[src/rtl/spi_controller.sv]
// -----------------------------------------------------------------------------
// spi_controller
//   Single-word SPI bus controller. It accepts a parallel word on a valid/ready
//   request, frames it with chip select and shifts it out MSB first in any of
//   the four SPI modes. At the same time it shifts in the responder's word,
//   which is returned as a one-cycle parallel pulse.
//
// Parameters
//   DATA_W   bits per transfer (>= 2)
//   CLK_DIV  clk cycles per sclk half-period (>= 2)
//   CPOL     sclk idle level
//   CPHA     0: sample on leading edge, shift on trailing edge
//            1: shift on leading edge, sample on trailing edge
//
// Ports
//   clk       in   system clock, rising edge
//   rst_n     in   asynchronous active-low reset
//   tx_valid  in   transmit request
//   tx_ready  out  controller can accept tx_data
//   tx_data   in   word to send, MSB first
//   rx_valid  out  one-cycle pulse, rx_data valid
//   rx_data   out  word received on sdo (held until next rx_valid)
//   busy      out  high in every state except IDLE
//   csn       out  chip select, active low
//   sclk      out  serial clock
//   sdi       out  controller-to-responder data
//   sdo       in   responder-to-controller data (treated as clk-synchronous)
//
// Handshake: a word is transferred on every rising clk edge where
// tx_valid && tx_ready. tx_ready is high only in IDLE, so tx_valid and tx_data
// are ignored (not sampled) at all other times. rx_valid has no backpressure.
// -----------------------------------------------------------------------------
module spi_controller #(
  parameter int unsigned DATA_W  = 8,
  parameter int unsigned CLK_DIV = 4,
  parameter bit          CPOL    = 1'b0,
  parameter bit          CPHA    = 1'b0
) (
  input  logic              clk,
  input  logic              rst_n,
  input  logic              tx_valid,
  output logic              tx_ready,
  input  logic [DATA_W-1:0] tx_data,
  output logic              rx_valid,
  output logic [DATA_W-1:0] rx_data,
  output logic              busy,
  output logic              csn,
  output logic              sclk,
  output logic              sdi,
  input  logic              sdo
);

  localparam int unsigned DIV_W  = (CLK_DIV > 1) ? $clog2(CLK_DIV) : 1;
  localparam int unsigned EDGE_W = $clog2(2 * DATA_W + 1);

  typedef enum logic [2:0] {
    ST_IDLE  = 3'd0,
    ST_LEAD  = 3'd1,
    ST_XFER  = 3'd2,
    ST_TRAIL = 3'd3,
    ST_GAP   = 3'd4
  } state_e;

  state_e              state_q, state_d;
  logic [DIV_W-1:0]    div_q, div_d;
  logic [EDGE_W-1:0]   edge_q, edge_d;     // sclk edges already produced
  logic [DATA_W-1:0]   tx_sh_q, tx_sh_d;
  logic [DATA_W-1:0]   rx_sh_q, rx_sh_d;
  logic                csn_q, csn_d;
  logic                sclk_q, sclk_d;
  logic                sdi_q, sdi_d;
  logic                tx_ready_q, tx_ready_d;
  logic                rx_valid_q, rx_valid_d;
  logic [DATA_W-1:0]   rx_data_q, rx_data_d;
  logic                busy_q, busy_d;

  logic tick;
  logic odd_edge;
  logic sample_edge;
  logic last_edge;

  assign tick        = (div_q == DIV_W'(CLK_DIV - 1));
  // The edge about to be produced is edge_q+1; it is odd (leading) when
  // edge_q is even.
  assign odd_edge    = ~edge_q[0];
  assign sample_edge = odd_edge ^ CPHA;
  assign last_edge   = (edge_q == EDGE_W'(2 * DATA_W - 1));

  always_comb begin
    state_d    = state_q;
    div_d      = div_q;
    edge_d     = edge_q;
    tx_sh_d    = tx_sh_q;
    rx_sh_d    = rx_sh_q;
    csn_d      = csn_q;
    sclk_d     = sclk_q;
    sdi_d      = sdi_q;
    tx_ready_d = tx_ready_q;
    rx_valid_d = 1'b0;
    rx_data_d  = rx_data_q;
    busy_d     = busy_q;

    if (state_q != ST_IDLE) begin
      div_d = tick ? '0 : div_q + DIV_W'(1);
    end

    case (state_q)
      ST_IDLE: begin
        div_d  = '0;
        edge_d = '0;
        if (tx_valid && tx_ready_q) begin
          state_d    = ST_LEAD;
          tx_ready_d = 1'b0;
          csn_d      = 1'b0;
          busy_d     = 1'b1;
          rx_sh_d    = '0;
          if (CPHA) begin
            tx_sh_d = tx_data;
          end else begin
            // MSB goes out with the csn fall; the register keeps the rest.
            sdi_d   = tx_data[DATA_W-1];
            tx_sh_d = {tx_data[DATA_W-2:0], 1'b0};
          end
        end
      end

      ST_LEAD: begin
        if (tick) state_d = ST_XFER;
      end

      ST_XFER: begin
        if (tick) begin
          edge_d = edge_q + EDGE_W'(1);
          sclk_d = ~sclk_q;
          if (sample_edge) begin
            rx_sh_d = {rx_sh_q[DATA_W-2:0], sdo};
          end else if (CPHA || !last_edge) begin
            // With CPHA=0 the final trailing edge has no bit left to drive.
            sdi_d   = tx_sh_q[DATA_W-1];
            tx_sh_d = tx_sh_q << 1;
          end
          if (last_edge) state_d = ST_TRAIL;
        end
      end

      ST_TRAIL: begin
        if (tick) begin
          state_d    = ST_GAP;
          csn_d      = 1'b1;
          sdi_d      = 1'b0;
          rx_data_d  = rx_sh_q;
          rx_valid_d = 1'b1;
        end
      end

      ST_GAP: begin
        if (tick) begin
          state_d    = ST_IDLE;
          tx_ready_d = 1'b1;
          busy_d     = 1'b0;
        end
      end

      default: begin
        state_d = ST_IDLE;
      end
    endcase
  end

  always_ff @(posedge clk or negedge rst_n) begin
    if (!rst_n) begin
      state_q    <= ST_IDLE;
      div_q      <= '0;
      edge_q     <= '0;
      tx_sh_q    <= '0;
      rx_sh_q    <= '0;
      csn_q      <= 1'b1;
      sclk_q     <= CPOL;
      sdi_q      <= 1'b0;
      tx_ready_q <= 1'b1;
      rx_valid_q <= 1'b0;
      rx_data_q  <= '0;
      busy_q     <= 1'b0;
    end else begin
      state_q    <= state_d;
      div_q      <= div_d;
      edge_q     <= edge_d;
      tx_sh_q    <= tx_sh_d;
      rx_sh_q    <= rx_sh_d;
      csn_q      <= csn_d;
      sclk_q     <= sclk_d;
      sdi_q      <= sdi_d;
      tx_ready_q <= tx_ready_d;
      rx_valid_q <= rx_valid_d;
      rx_data_q  <= rx_data_d;
      busy_q     <= busy_d;
    end
  end

  assign tx_ready = tx_ready_q;
  assign rx_valid = rx_valid_q;
  assign rx_data  = rx_data_q;
  assign busy     = busy_q;
  assign csn      = csn_q;
  assign sclk     = sclk_q;
  assign sdi      = sdi_q;

endmodule
[config.mk]
export PLATFORM = sky130hd
export DESIGN_NAME = spi_controller
export DESIGN_NICKNAME = d
export VERILOG_FILES = /design/src/rtl/spi_controller.sv
export SDC_FILE = /design/constraint.sdc
export NUM_CORES = 1
export LEC_CHECK = 0
export CAP_MARGIN = 25
export CELL_PAD_IN_SITES_DETAIL_PLACEMENT = 1
export CELL_PAD_IN_SITES_GLOBAL_PLACEMENT = 1
export CORE_MARGIN = 1.5
export CORE_UTILIZATION = 45
export DETAILED_ROUTE_END_ITERATION = 10
export PLACE_DENSITY = 0.85
export SKIP_LAST_GASP = 1
export SLEW_MARGIN = 40
export SYNTH_ARGS = -nofsm -noshare
export SYNTH_HDL_FRONTEND = slang
export SYNTH_SLANG_ARGS = --single-unit
[constraint.sdc]
create_clock -name clk -period 4.1 [get_ports clk]
set_input_delay 1.025 -clock clk [delete_from_list [all_inputs] [get_ports clk]]
set_output_delay 1.025 -clock clk [all_outputs]
set_load 0.005 [all_outputs]
==> metrics.csv <==
metric,value,unit
yosysWarnings,0,
timing.final.hold_violations,0,
yosys.area_share.adder,2.06,%
grt_pass1_wl,6.64,mm
drtPass1Iterations,4,
cts_buffers,5,
grt_remaining_overflow,0,
core,0.00377,mm^2
r2r_end,tx_sh_q[2]$_DFFE_PN0P_,
row_count,22,
via_per_inst,5.40,
synth.ff_latch_count,39,
cts_buffer_depth,2,
rrSetupSlack,1.88,ns
dpl_cell_area,0.00205,mm^2
num-fill-cells,427,
fmax,0.407,GHz
synth_area_leaders,"dfrtp_1 51%, nand2_1 5.8%, mux2_2 4.9%",
routed-via-count,1308,
regArea,978,um^2
holdPathStages,1,
die_w,66.7,um
synthCells,171,
setup-violations-final,0,
syn_nets,186,
die_h,66.7,um
arrival,2.67,ns
ys_seq_area_share,53.7,%
final_max_slew_viol_count,0,
gp_congestion,0.767,
hold_path_class,reg2reg,
fin_crit_sh,60.0,%
synth_simple_gate_area_share,14.6,%
area_growth,18.7,%
worstSkewPairLatency,0.29,ns
synthFlopType,dfrtp_1,
min_to,div_q[0]$_DFF_PN0_,
finClkSkew,0.00672,ns
root_buffer,clkbuf_8,
htreeDepth,2,
vdd_drop_max,193,uV
preCtsSetupSlack,1.37,ns
endpoint_kind,flop,
powerDensity,339,mW/mm^2
layout_min_cycle_time,2.46,ns
critical_path_required,4.31,ns
drc,0,
synth_area_leader_cell,dfrtp_1,
wl_per_cell,16.0,um
hpwl,2.71,mm
synth_top_area_share,50.8,%
synth_compound_area_share,14.0,%
io_pins,26,
syn_avg_cell_area,10.7,um^2
grt_max_degree,40,
grt_pass1_vias,1482,
power,734,uW
worstPathMaxFanout,13,
antenna_left,0,
cts.sinks,39,
worst-setup-path-type,in2reg,
post-route-util,57.4,%
synth-xor-area-share,0.961,%
start_util,48.3,%
cts_tree,built,
cts_hold_buf,0,
multi_input_area,742,um^2
design_area,0.00216,mm^2
min_from,div_q[0]$_DFF_PN0_,
rsz0062_at_grt,false,
ys_async_sr_fraction,100,%
synth_top_family_by_area,simple AND/OR/NAND/NOR gates,
synth-edff-count,0,
die-area,0.00444,mm^2
status,"finished, final reports clean",
final_layout_size_suffix_gt1_share,15.5,%
synthMuxAreaShare,8.79,%
r2r-start,edge_q[0]$_DFFE_PN0P_,
cts_resized,0,
setup_ws,1.64,ns
grt_usage,19.7,%
wirelength,3.87,mm
first_iter_violations,48,
io_buffers,25,
clk_pin_slew,0.07,ns
antenna_found_initial,0,
synth_cell_types,34,
start_kind,primary input,
p_leak,0.963,nW
slew_headroom,56.9,%
nNetsFinal,208,
antenna_cells,0,
maxCapViolCount,0,
cts_setup_buffers,0,
finalSetupTns,0,ns
worstMarginPinSlew,0.644,ns
syn_area,0.00182,mm^2
reg2reg_depth,7,
-- metal layers --
| layer | share of wire [%] | GRT usage [%] |
|---|---|---|
| met1 | 45 | 24.2 |
| met3 | 3.3 | 3.72 |
| met4 | 1.2 | 6.63 |
| met5 | 0 | 0 |
| met2 | 50 | 34.6 |
-- state kept, by name (all words and copies together), names as in the netlist --
name and count:
rx_sh_q 8, edge_q 5, csn 1, sdi 1
busy 1, rx_data 8, tx_sh_q 7, tx_ready 1
div_q 2, state_q 3, rx_valid 1, sclk 1
-- power by group --
group          total, mW  internal [mW]  switching, mW
Clock              0.321          0.181          0.140
Sequential         0.389          0.387        0.00169
Combinational     0.0238         0.0118         0.0120
-- critical path: stages --
cell,delay (ns)
clkdlybuf4s50_1,0.51
nand3b_1,0.25
a221oi_4,0.62
nor2_1,0.10
a21oi_1,0.16
-- synthesized netlist by cell type (all sizes together) (2+ instances only) --
library cell / instances
nor3: 3
a31oi: 3
a21oi: 11
nand2: 28
clkbuf: 2
or2: 2
o21ai: 16
buf: 9
inv: 4
nand2b: 2
a22o: 4
mux2i: 7
dfstp: 2
nor2: 12
dfrtp: 37
nand3: 4
ha: 3
nand3b: 3
nor3b: 2
mux2: 8
-- layout by cell type (no fill, tap or decap), types with 2 or more instances in the layout --
cell type         n
nand3_1           4
ha_1              3
nand2_1          28
a21oi_1          11
nand2b_1          2
clkdlybuf4s50_1  24
nand3b_1          3
nor2_1           12
buf_4             2
inv_1             4
a22o_2            4
a31oi_1           3
mux2i_1           7
o21ai_0           8
clkbuf_8          5
o21ai_2           2
nor3_1            3
mux2_2            8
dfstp_2           2
dfrtp_1          37
o21ai_1           6
-- through the flow --
stage          cells  hold slack, ns
4_1_cts          242           0.445
3_5_place_dp     234           0.435
2_1_floorplan    171           0.415
6_report         242           0.440
3_3_place_gp     234           0.424
5_1_grt          242           0.472
-- how the worst max path moves through the flow --
| stage | startpoint | to | slack, ns | cells past startpoint |
|---|---|---|---|---|
| floorplan | tx_valid | rx_sh_q[6]$_DFFE_PN0P_ | 2.11 | 5 |
| global placement | tx_valid | tx_sh_q[5]$_DFFE_PN0P_ | 1.52 | 5 |
| detailed placement | tx_valid | tx_sh_q[2]$_DFFE_PN0P_ | 1.37 | 5 |
| CTS | tx_valid | tx_sh_q[2]$_DFFE_PN0P_ | 1.65 | 5 |
| global route | tx_valid | tx_sh_q[5]$_DFFE_PN0P_ | 1.49 | 5 |
| finish | tx_valid | tx_sh_q[2]$_DFFE_PN0P_ | 1.64 | 5 |
-- cell families (layout without fill, tap and decap cells) --
group                      after synthesis  in the layout
adders and majority gates                3              3
and+or+nand+nor                         59             59
xor gates and xnor gates                 2              2
buffers and inverters                   15             38
AOI/OAI and AO/OA                       38             38
muxes                                   15             15
DFF                                     39             39
-- cell type report --
class                      count  area share [%]
clock buffer                   5            3.18
clock inverter                 3            2.02
inverter                       4           0.694
multi-input combinational    117            34.3
sequential                    39            45.2
tap                           48            2.78
timing repair buffer          26            11.8
Note: power is estimated with default switching activity, not from simulation.
